### src/rtl/hex_display_pkg.sv
// Shared constants for the eight-digit multiplexed hex display: digit count,
// segment width and active-low {g,f,e,d,c,b,a} patterns for each hex nibble.
package hex_display_pkg;

  localparam int unsigned NUM_DIGITS = 8;
  localparam int unsigned SEG_W      = 7;

  localparam logic [SEG_W-1:0] SEG_BLANK = 7'h7F;
  localparam logic [SEG_W-1:0] SEG_0     = 7'b1000000;
  localparam logic [SEG_W-1:0] SEG_1     = 7'b1111001;
  localparam logic [SEG_W-1:0] SEG_2     = 7'b0100100;
  localparam logic [SEG_W-1:0] SEG_3     = 7'b0110000;
  localparam logic [SEG_W-1:0] SEG_4     = 7'b0011001;
  localparam logic [SEG_W-1:0] SEG_5     = 7'b0010010;
  localparam logic [SEG_W-1:0] SEG_6     = 7'b0000010;
  localparam logic [SEG_W-1:0] SEG_7     = 7'b1111000;
  localparam logic [SEG_W-1:0] SEG_8     = 7'b0000000;
  localparam logic [SEG_W-1:0] SEG_9     = 7'b0010000;
  localparam logic [SEG_W-1:0] SEG_A     = 7'b0001000;
  localparam logic [SEG_W-1:0] SEG_B     = 7'b0000011;
  localparam logic [SEG_W-1:0] SEG_C     = 7'b1000110;
  localparam logic [SEG_W-1:0] SEG_D     = 7'b0100001;
  localparam logic [SEG_W-1:0] SEG_E     = 7'b0000110;
  localparam logic [SEG_W-1:0] SEG_F     = 7'b0001110;

endpackage

### src/rtl/hex_seg_decoder.sv
// Combinational nibble to active-low seven-segment pattern.
module hex_seg_decoder
  import hex_display_pkg::*;
(
  input  logic [3:0]       nibble_i,
  output logic [SEG_W-1:0] seg_o
);

  // Hex glyph lookup.
  always_comb begin
    seg_o = SEG_BLANK;
    case (nibble_i)
      4'h0:    seg_o = SEG_0;
      4'h1:    seg_o = SEG_1;
      4'h2:    seg_o = SEG_2;
      4'h3:    seg_o = SEG_3;
      4'h4:    seg_o = SEG_4;
      4'h5:    seg_o = SEG_5;
      4'h6:    seg_o = SEG_6;
      4'h7:    seg_o = SEG_7;
      4'h8:    seg_o = SEG_8;
      4'h9:    seg_o = SEG_9;
      4'hA:    seg_o = SEG_A;
      4'hB:    seg_o = SEG_B;
      4'hC:    seg_o = SEG_C;
      4'hD:    seg_o = SEG_D;
      4'hE:    seg_o = SEG_E;
      4'hF:    seg_o = SEG_F;
      default: seg_o = SEG_BLANK;
    endcase
  end

endmodule

### src/rtl/hex_display_ctrl.sv
// Eight-digit multiplexed hex display with a double-buffered value that only swaps at frame ends.
// Optional macro HEX_BLANK_LEADING_ZEROS_EN blanks leading-zero digits (digit 0 always shown).
module hex_display_ctrl
  import hex_display_pkg::*;
#(
  parameter int unsigned TICK_DIV = 50000
) (
  input  logic             clk_i,
  input  logic             rst_i,
  input  logic             en_i,
  input  logic [31:0]      data_i,
  input  logic             data_valid_i,
  output logic             data_ready_o,
  output logic [7:0]       an_o,
  output logic [SEG_W-1:0] seg_o,
  output logic             dp_o
);

  localparam int unsigned CNT_W = (TICK_DIV > 1) ? $clog2(TICK_DIV) : 1;
  localparam logic [CNT_W-1:0] CNT_MAX = CNT_W'(TICK_DIV - 1);

  logic [CNT_W-1:0] cnt_q, cnt_d;
  logic [2:0]       idx_q, idx_d;
  logic [31:0]      disp_q, disp_d;
  logic [31:0]      pend_q, pend_d;
  logic             pfull_q, pfull_d;

  logic             ready_s;
  logic             xfer_s;
  logic             tick_s;
  logic             frame_s;
  logic             scan_s;
  logic             blank_lz_s;
  logic [3:0]       nibble_s;
  logic [SEG_W-1:0] dec_seg_s;

  assign ready_s = ~pfull_q & ~rst_i;
  assign xfer_s  = data_valid_i & ready_s;
  assign tick_s  = en_i & (cnt_q == CNT_MAX);
  assign frame_s = tick_s & (idx_q == 3'd7);

  // Scan timing and buffer management; while scanning, display only changes at a frame boundary.
  always_comb begin
    cnt_d   = cnt_q;
    idx_d   = idx_q;
    disp_d  = disp_q;
    pend_d  = pend_q;
    pfull_d = pfull_q;
    if (en_i) begin
      if (tick_s) begin
        cnt_d = '0;
        idx_d = idx_q + 3'd1;
      end else begin
        cnt_d = cnt_q + CNT_W'(1);
      end
      if (xfer_s) begin
        pend_d  = data_i;
        pfull_d = 1'b1;
      end else if (frame_s && pfull_q) begin
        disp_d  = pend_q;
        pfull_d = 1'b0;
      end else begin
        pfull_d = pfull_q;
      end
    end else begin
      if (pfull_q) begin
        disp_d  = pend_q;
        pfull_d = 1'b0;
      end else if (xfer_s) begin
        disp_d = data_i;
      end else begin
        disp_d = disp_q;
      end
    end
  end

  // State registers with synchronous reset.
  always_ff @(posedge clk_i) begin
    if (rst_i) begin
      cnt_q   <= '0;
      idx_q   <= 3'd0;
      disp_q  <= 32'd0;
      pend_q  <= 32'd0;
      pfull_q <= 1'b0;
    end else begin
      cnt_q   <= cnt_d;
      idx_q   <= idx_d;
      disp_q  <= disp_d;
      pend_q  <= pend_d;
      pfull_q <= pfull_d;
    end
  end

  assign scan_s   = en_i & ~rst_i;
  assign nibble_s = disp_q[{idx_q, 2'b00} +: 4];

`ifdef HEX_BLANK_LEADING_ZEROS_EN
  assign blank_lz_s = (idx_q != 3'd0) && ((disp_q >> {idx_q, 2'b00}) == 32'd0);
`else
  assign blank_lz_s = 1'b0;
`endif

  hex_seg_decoder u_dec (
    .nibble_i (nibble_s),
    .seg_o    (dec_seg_s)
  );

  assign data_ready_o = ready_s;
  assign an_o         = scan_s ? ~(8'b1 << idx_q) : 8'hFF;
  assign seg_o        = (!scan_s || blank_lz_s) ? SEG_BLANK : dec_seg_s;
  assign dp_o         = 1'b1;

endmodule

### config.mk
export PLATFORM = sky130hd
export DESIGN_NAME = hex_display_ctrl
export DESIGN_NICKNAME = d
export VERILOG_FILES = /design/src/rtl/hex_display_pkg.sv /design/src/rtl/hex_seg_decoder.sv /design/src/rtl/hex_display_ctrl.sv
export SDC_FILE = /design/constraint.sdc
export NUM_CORES = 1
export LEC_CHECK = 0
export BUFFER_PORTS_ARGS = -buffer_cell sky130_fd_sc_hd__buf_2
export CORE_MARGIN = 10
export CORE_UTILIZATION = 40
export DETAILED_ROUTE_END_ITERATION = 7
export GPL_TIMING_DRIVEN = 0
export REMOVE_ABC_BUFFERS = 1
export SYNTH_ARGS = -nofsm -noshare
export SYNTH_HDL_FRONTEND = slang
export SYNTH_SLANG_ARGS = --single-unit
export TNS_END_PERCENT = 100
### constraint.sdc
create_clock -name clk_i -period 3.4 [get_ports clk_i]
set_input_delay 0.68 -clock clk_i [delete_from_list [all_inputs] [get_ports clk_i]]
set_output_delay 0.68 -clock clk_i [all_outputs]
set_load 0.01 [all_outputs]
-- Yosys cells after proc, flatten, opt, wreduce, memory -nomap -nowiden
Memory sizes are Yosys's and may differ from the RTL's.
Cells that the tools add are included.
- add/sub/neg operators: 2
- eq/ne operators: 4
- shift-type cells: 2
- mux-type cells: 10
- bitwise logic cells: 9
- reduce and logical (&&, ||, !) cells: 7
- operator list (kind ; count):
    32-bit two-way mux ; 5
    32-bit by 6-bit indexed part select with 4-bit output ; 1
    16-bit by 1-bit adder with 16-bit output (second input constant) ; 1
    16-bit equality test (second input constant) ; 1
    16-bit two-way mux ; 1
    8-bit two-way mux ; 1
    8-bit NOT ; 1
    1-bit by 3-bit left shift with 8-bit output (first input constant) ; 1
    7-bit two-way mux ; 1
    1-bit bitwise AND ; 5
    2-bit AND reduction ; 2
    3-bit by 1-bit adder with 3-bit output (second input constant) ; 1
    3-bit equality test (second input constant) ; 1
    1-bit NOT ; 3
    3-bit AND reduction ; 1
    3-bit nonzero test ; 1
    1-bit two-way mux ; 2
    2-bit by 1-bit != test with 1-bit output (second input constant) ; 1
    2-bit != test (second input constant) ; 1
    2-bit nonzero test ; 1
    2-bit OR reduction ; 1
    1-bit logical AND ; 1
- register bits: 84
- bits in read-only memories: 112
- input port bits: 36
- output and inout port bits: 17
- logic and storage cells: 40
- memories: 1
- memory list (name ; words ; bits a word ; rd ports ; clocked after memory_dff ; write ports ; line ; source):
    (name not given) ; 16 ; 7 ; 1 ; 0 ; 0 ; hex_seg_decoder.sv:12 ; case (nibble_i)

-- Depth between registers and ports, before layout
- depth in word-level cells: 7
- gate-level depth with buffers: 9
- mapped depth without buffers: 8

-- Modules after synthesis
From an unflattened synthesis, not the netlist that was laid out.
- cell total of the unflattened synthesis: 450
- area, all modules: 4332.9 sq um
- modules (own cells, without submodules) (module ; times used ; cells an instance ; area each (sq um) ; sequential area each (sq um)):
    hex_display_ctrl ; 1 ; 418 ; 4057.6 ; 1681.6
    hex_seg_decoder ; 1 ; 32 ; 275.3 ; 0.0

-- Least setup slack after synthesis
OpenSTA, ideal clock, no wires.
- path type: register to output
- from: register idx_q[0]
- to: output port seg_o[3]
- data arrival time: 2.274 ns
- data required time: 2.720 ns
- setup slack: 0.446 ns
- cell stages (with the launch flop): 10
- buffers on the path: 1
- path through: dfxtp_1 -> buf_6 -> mux4_2 -> mux2i_1 -> inv_1 -> ha_1 -> inv_1 -> a21oi_1 -> a2111oi_0 -> a31oi_1
- word-level cells in the longest chain between the ends: 3
- RTL lines (element ; line ; source):
    start, declared ; hex_display_ctrl.sv:23 ; logic [2:0] idx_q, idx_d;
    start signal, assigned ; hex_display_ctrl.sv:87 ; idx_q <= idx_d;
    32-bit by 6-bit indexed part select with 4-bit output ; hex_display_ctrl.sv:95 ; assign nibble_s = disp_q[{idx_q, 2'b00} +: 4];
    memory 16 x 7 bit ; -- ;
    7-bit two-way mux ; hex_display_ctrl.sv:110 ; assign seg_o = (!scan_s || blank_lz_s) ? SEG_BLANK : dec_seg_s;
    end, declared ; hex_display_ctrl.sv:15 ; output logic [SEG_W-1:0] seg_o,
Every way passes these cells.

-- Final worst setup path
Ends and elaborated chain as after synthesis.

==> qor.log <==
qor: place.placed_cells_incl_taps 623
qor: die.io-pin-count 53
qor: die.initial_core_util 0.4072
qor: yosys.netlist_instances 466
qor: sta.hold_violations 0
qor: sta.clock_skew 0.01068 ns
qor: route.drt-initial-drc-count 225
qor: power.power.leakage 1.775 nW
qor: final_layout.filler_cell_count 1018
qor: critical_path.critPathLaunchType flop
qor: yosys.netlist_area 4185 um2
qor: critical_path.reg2reg_setup_slack 0.98 ns
qor: clock_network.max_h_tree_level 3
qor: critical_path.critical_path_s_slowest_cell mux4_2
qor: route.route.final.wire_length 9461 um
qor: global_route.grt_antenna_before_repair 0
qor: die.dieHeight 122.3 um
qor: clock_network.clk_latency 0.36 ns
qor: route.via_count 3288
qor: die.die_area 14950 um2
qor: yosys.synth.lib_cells_used.distinct 51
qor: sta.slew_viol_final 0
qor: final_layout.antennaDiodeCount 0
qor: clock_network.postCtsHoldBufs 0
qor: final_layout.layout-area-overhead-vs-synth 14.86%
qor: final_layout.final-seq-area 1690 um2
qor: clock_network.clock_tree.root_cell clkbuf_8
qor: power.ir_drop 0.0002225 V
qor: yosys.synth_sequential_area_ratio 0.4018
qor: power.switchingPower 0.0005354 W
qor: final_layout.final_area 4807 um2
qor: die.die_width 122.3 um
qor: final_layout.final_net_count 558
qor: power.power_per_cell_area 406.3 nW/um2
qor: yosys.synth_area_per_cell 8.981 um2
qor: power.power.clock.fraction 0.341
qor: sta.maxClockFrequency 311.8 MHz
qor: clock_network.worst_setup_hold_path_clk_slew 0.08 ns
qor: route.drt-wirelength-per-cell 14.56 um
qor: power.p_int 0.001418 W
qor: critical_path.cp.arrival 2.53 ns
qor: power.sw_frac_of_total 0.2741
qor: global_route.grt_pass1_vias 3220
qor: critical_path.critPathMaxFanout 5
qor: route.detailedRoute.firstPassIterationCount 4
qor: global_route.first_pass_grt_wire_length 15480 um
qor: place.place_area 4478 um2
qor: power.power.share.sequential 0.532
qor: sta.worst-slew-pin-transition 1.276 ns
qor: sta.final_period_minus_worst_setup_slack 3.207 ns
qor: sta.worst_slew_margin_rel 0.1492
qor: yosys.yosysTopAreaCell dfxtp_1
qor: sta.report.final.setup_viol 0
qor: place.half_perimeter_wire_length_after_placement 6415 um
qor: clock_network.cts-buffers-inserted 9
qor: yosys.ys_dominant_reg_cell dfxtp_1
qor: clock_network.cts_tree done
qor: die.placeableCoreArea 10280 um2
qor: yosys.yosys.area.top_type_share 0.4018
qor: yosys.yosysMostFrequentCell dfxtp_1
qor: critical_path.worstPathCellList buf_12 > mux4_2 > mux2i_4 > buf_4 > ha_1 > nand3_1 > o21ai_0 > a31oi_1 > buf_2
qor: yosys.synth_edf_count 0
qor: clock_network.numClockSinks 84
qor: min_path.worst_hold_path_type flop to flop
qor: critical_path.critPathRequiredTime 2.72 ns
qor: yosys.ys_seq_elements 84
qor: route.route.detailed.vias_per_inst 5.058
qor: critical_path.cp_slowest_stage_delay 0.53 ns
qor: power.share_comb_of_total_power 0.127
qor: route.detail_route.drc_violations 0
qor: clock_network.ctsLongestPathBuffers 2
qor: sta.worst_hold_slack 0.4569 ns
qor: global_route.globalRouteTotalUtil 0.1274
qor: critical_path.setup.worst_path.end_class output pin
qor: route.detail-route-antenna-nets 0
qor: yosys.synth_commonest_cells 84 x dfxtp_1, 80 x nand2_1, 57 x nor2_1
qor: final_layout.layout.cells.non_filler 650
qor: final_layout.share_of_layout_cells_above_drive_strength_1 0.2179
qor: global_route.grt_max_degree 76
qor: outcome.outcome finished clean
qor: yosys.synthesis.yosys.warnings 0
qor: sta.timing.final.crit_share 0.9432
qor: final_layout.multiInputGateArea 2336 um2
qor: place.globalplace.congestion 0.8294
qor: yosys.biggest_area_contributors_in_the_synthesized_netlist dfxtp_1 40%, mux2i_1 9.6%, nand2_1 7.2%
qor: sta.rsz0062_at_grt no
qor: yosys.synthArstFlopShare 0
qor: die.core.rowCount 37
qor: place.portBuffers 51
qor: critical_path.timing_worst_setup_path_type flop to output pin
qor: flow_run.max_capacitance_violation_count 0
qor: global_route.grt-ovfl-total 0
critical path, delay by kind of cell (launching register included):
| kind | cells | cell delay, ns |
|---|---|---|
| mux | 2 | 0.71 |
| buf+inv | 3 | 0.44 |
| flops | 1 | 0.40 |
| compound gates | 2 | 0.31 |
| fa+ha+maj | 1 | 0.24 |
| simple gates | 1 | 0.08 |
flip-flops by register name (all words and copies together) (netlist names):
signal   flops
disp_q      32
pend_q      32
cnt_q       16
idx_q        3
pfull_q      1
layer usage:
layer	share of wire	GRT usage
met3	0.036	0.03168
met2	0.49	0.2147
met5	0	0
met1	0.45	0.1533
met4	0.019	0.04934
power by group through the flow:
stage	registers (W)	logic, W	clock network, W
6_report	0.00104	0.000247	0.000667
4_1_cts	0.00104	0.000243	0.000688
5_1_grt	0.00105	0.000276	0.000743
2_1_floorplan	0.00106	0.000151	0
3_3_place_gp	0.00106	0.000229	0
3_5_place_dp	0.00106	0.000235	0
stage by stage:
stage	power, W	setup TNS [ns]	utilization	worst slack (ns)
2_1_floorplan	0.001210	0	-	0.1933
3_3_place_gp	0.001291	-30.78	0.4311	-0.9709
3_5_place_dp	0.001300	-4.751	0.4357	-0.4154
4_1_cts	0.001971	0	0.4624	0.09543
5_1_grt	0.002064	0	0.4677	0.03953
6_report	0.001953	0	0.4677	0.1932
what timing repair did:
item                       in CTS  in global routing
setup endpoints to repair       7                  2
setup buffers                   6                  4
gates resized for setup         8                  4
cell type report:
class	count	area share
multi-input cells	343	0.4859
inverters	7	0.005466
clock inverters	6	0.009630
well taps	136	0.03540
clock buffers	10	0.02863
flip-flops and latches	84	0.3516
repair buffers	64	0.08329
logic make-up after synthesis:
kind of cell | after synthesis | synth area share
xor+xnor | 12 | 0.02511
other cells | 1 | 0.0008960
mux | 48 | 0.1369
flops | 84 | 0.4018
simple gates | 177 | 0.1952
fa+ha+maj | 13 | 0.03886
compound gates | 92 | 0.1519
buf+inv | 39 | 0.04933
cells in the final DEF, fill, tap and decap left out, types with 3 or more instances in the layout:
cell and instances:
dfxtp_1 81, nand2_1 80, nor2_1 56, buf_2 50
a21oi_1 41, mux2i_1 38, a211oi_1 24, ha_1 13
clkbuf_8 10, buf_4 10, nand3_1 8, a211oi_2 8
inv_1 7, xnor2_1 7, o21ai_0 6, mux4_2 5
xor2_1 5, nor2b_1 4, nor3_1 4, mux2i_4 3
nand2b_1 3, a31oi_1 3, nand3b_1 3, nand4_1 3
or3_1 3, buf_12 3
path summary, 6_finish.rpt:
check | start | to | cells past startpoint
setup / recovery | idx_q[0] | seg_o[3] | 9
hold reg to reg | pend_q[6] | pend_q[6] | 2
hold / removal | pend_q[6] | pend_q[6] | 2
setup reg to reg | cnt_q[0] | disp_q[11] | 7
(Power assumes the default switching activity.)
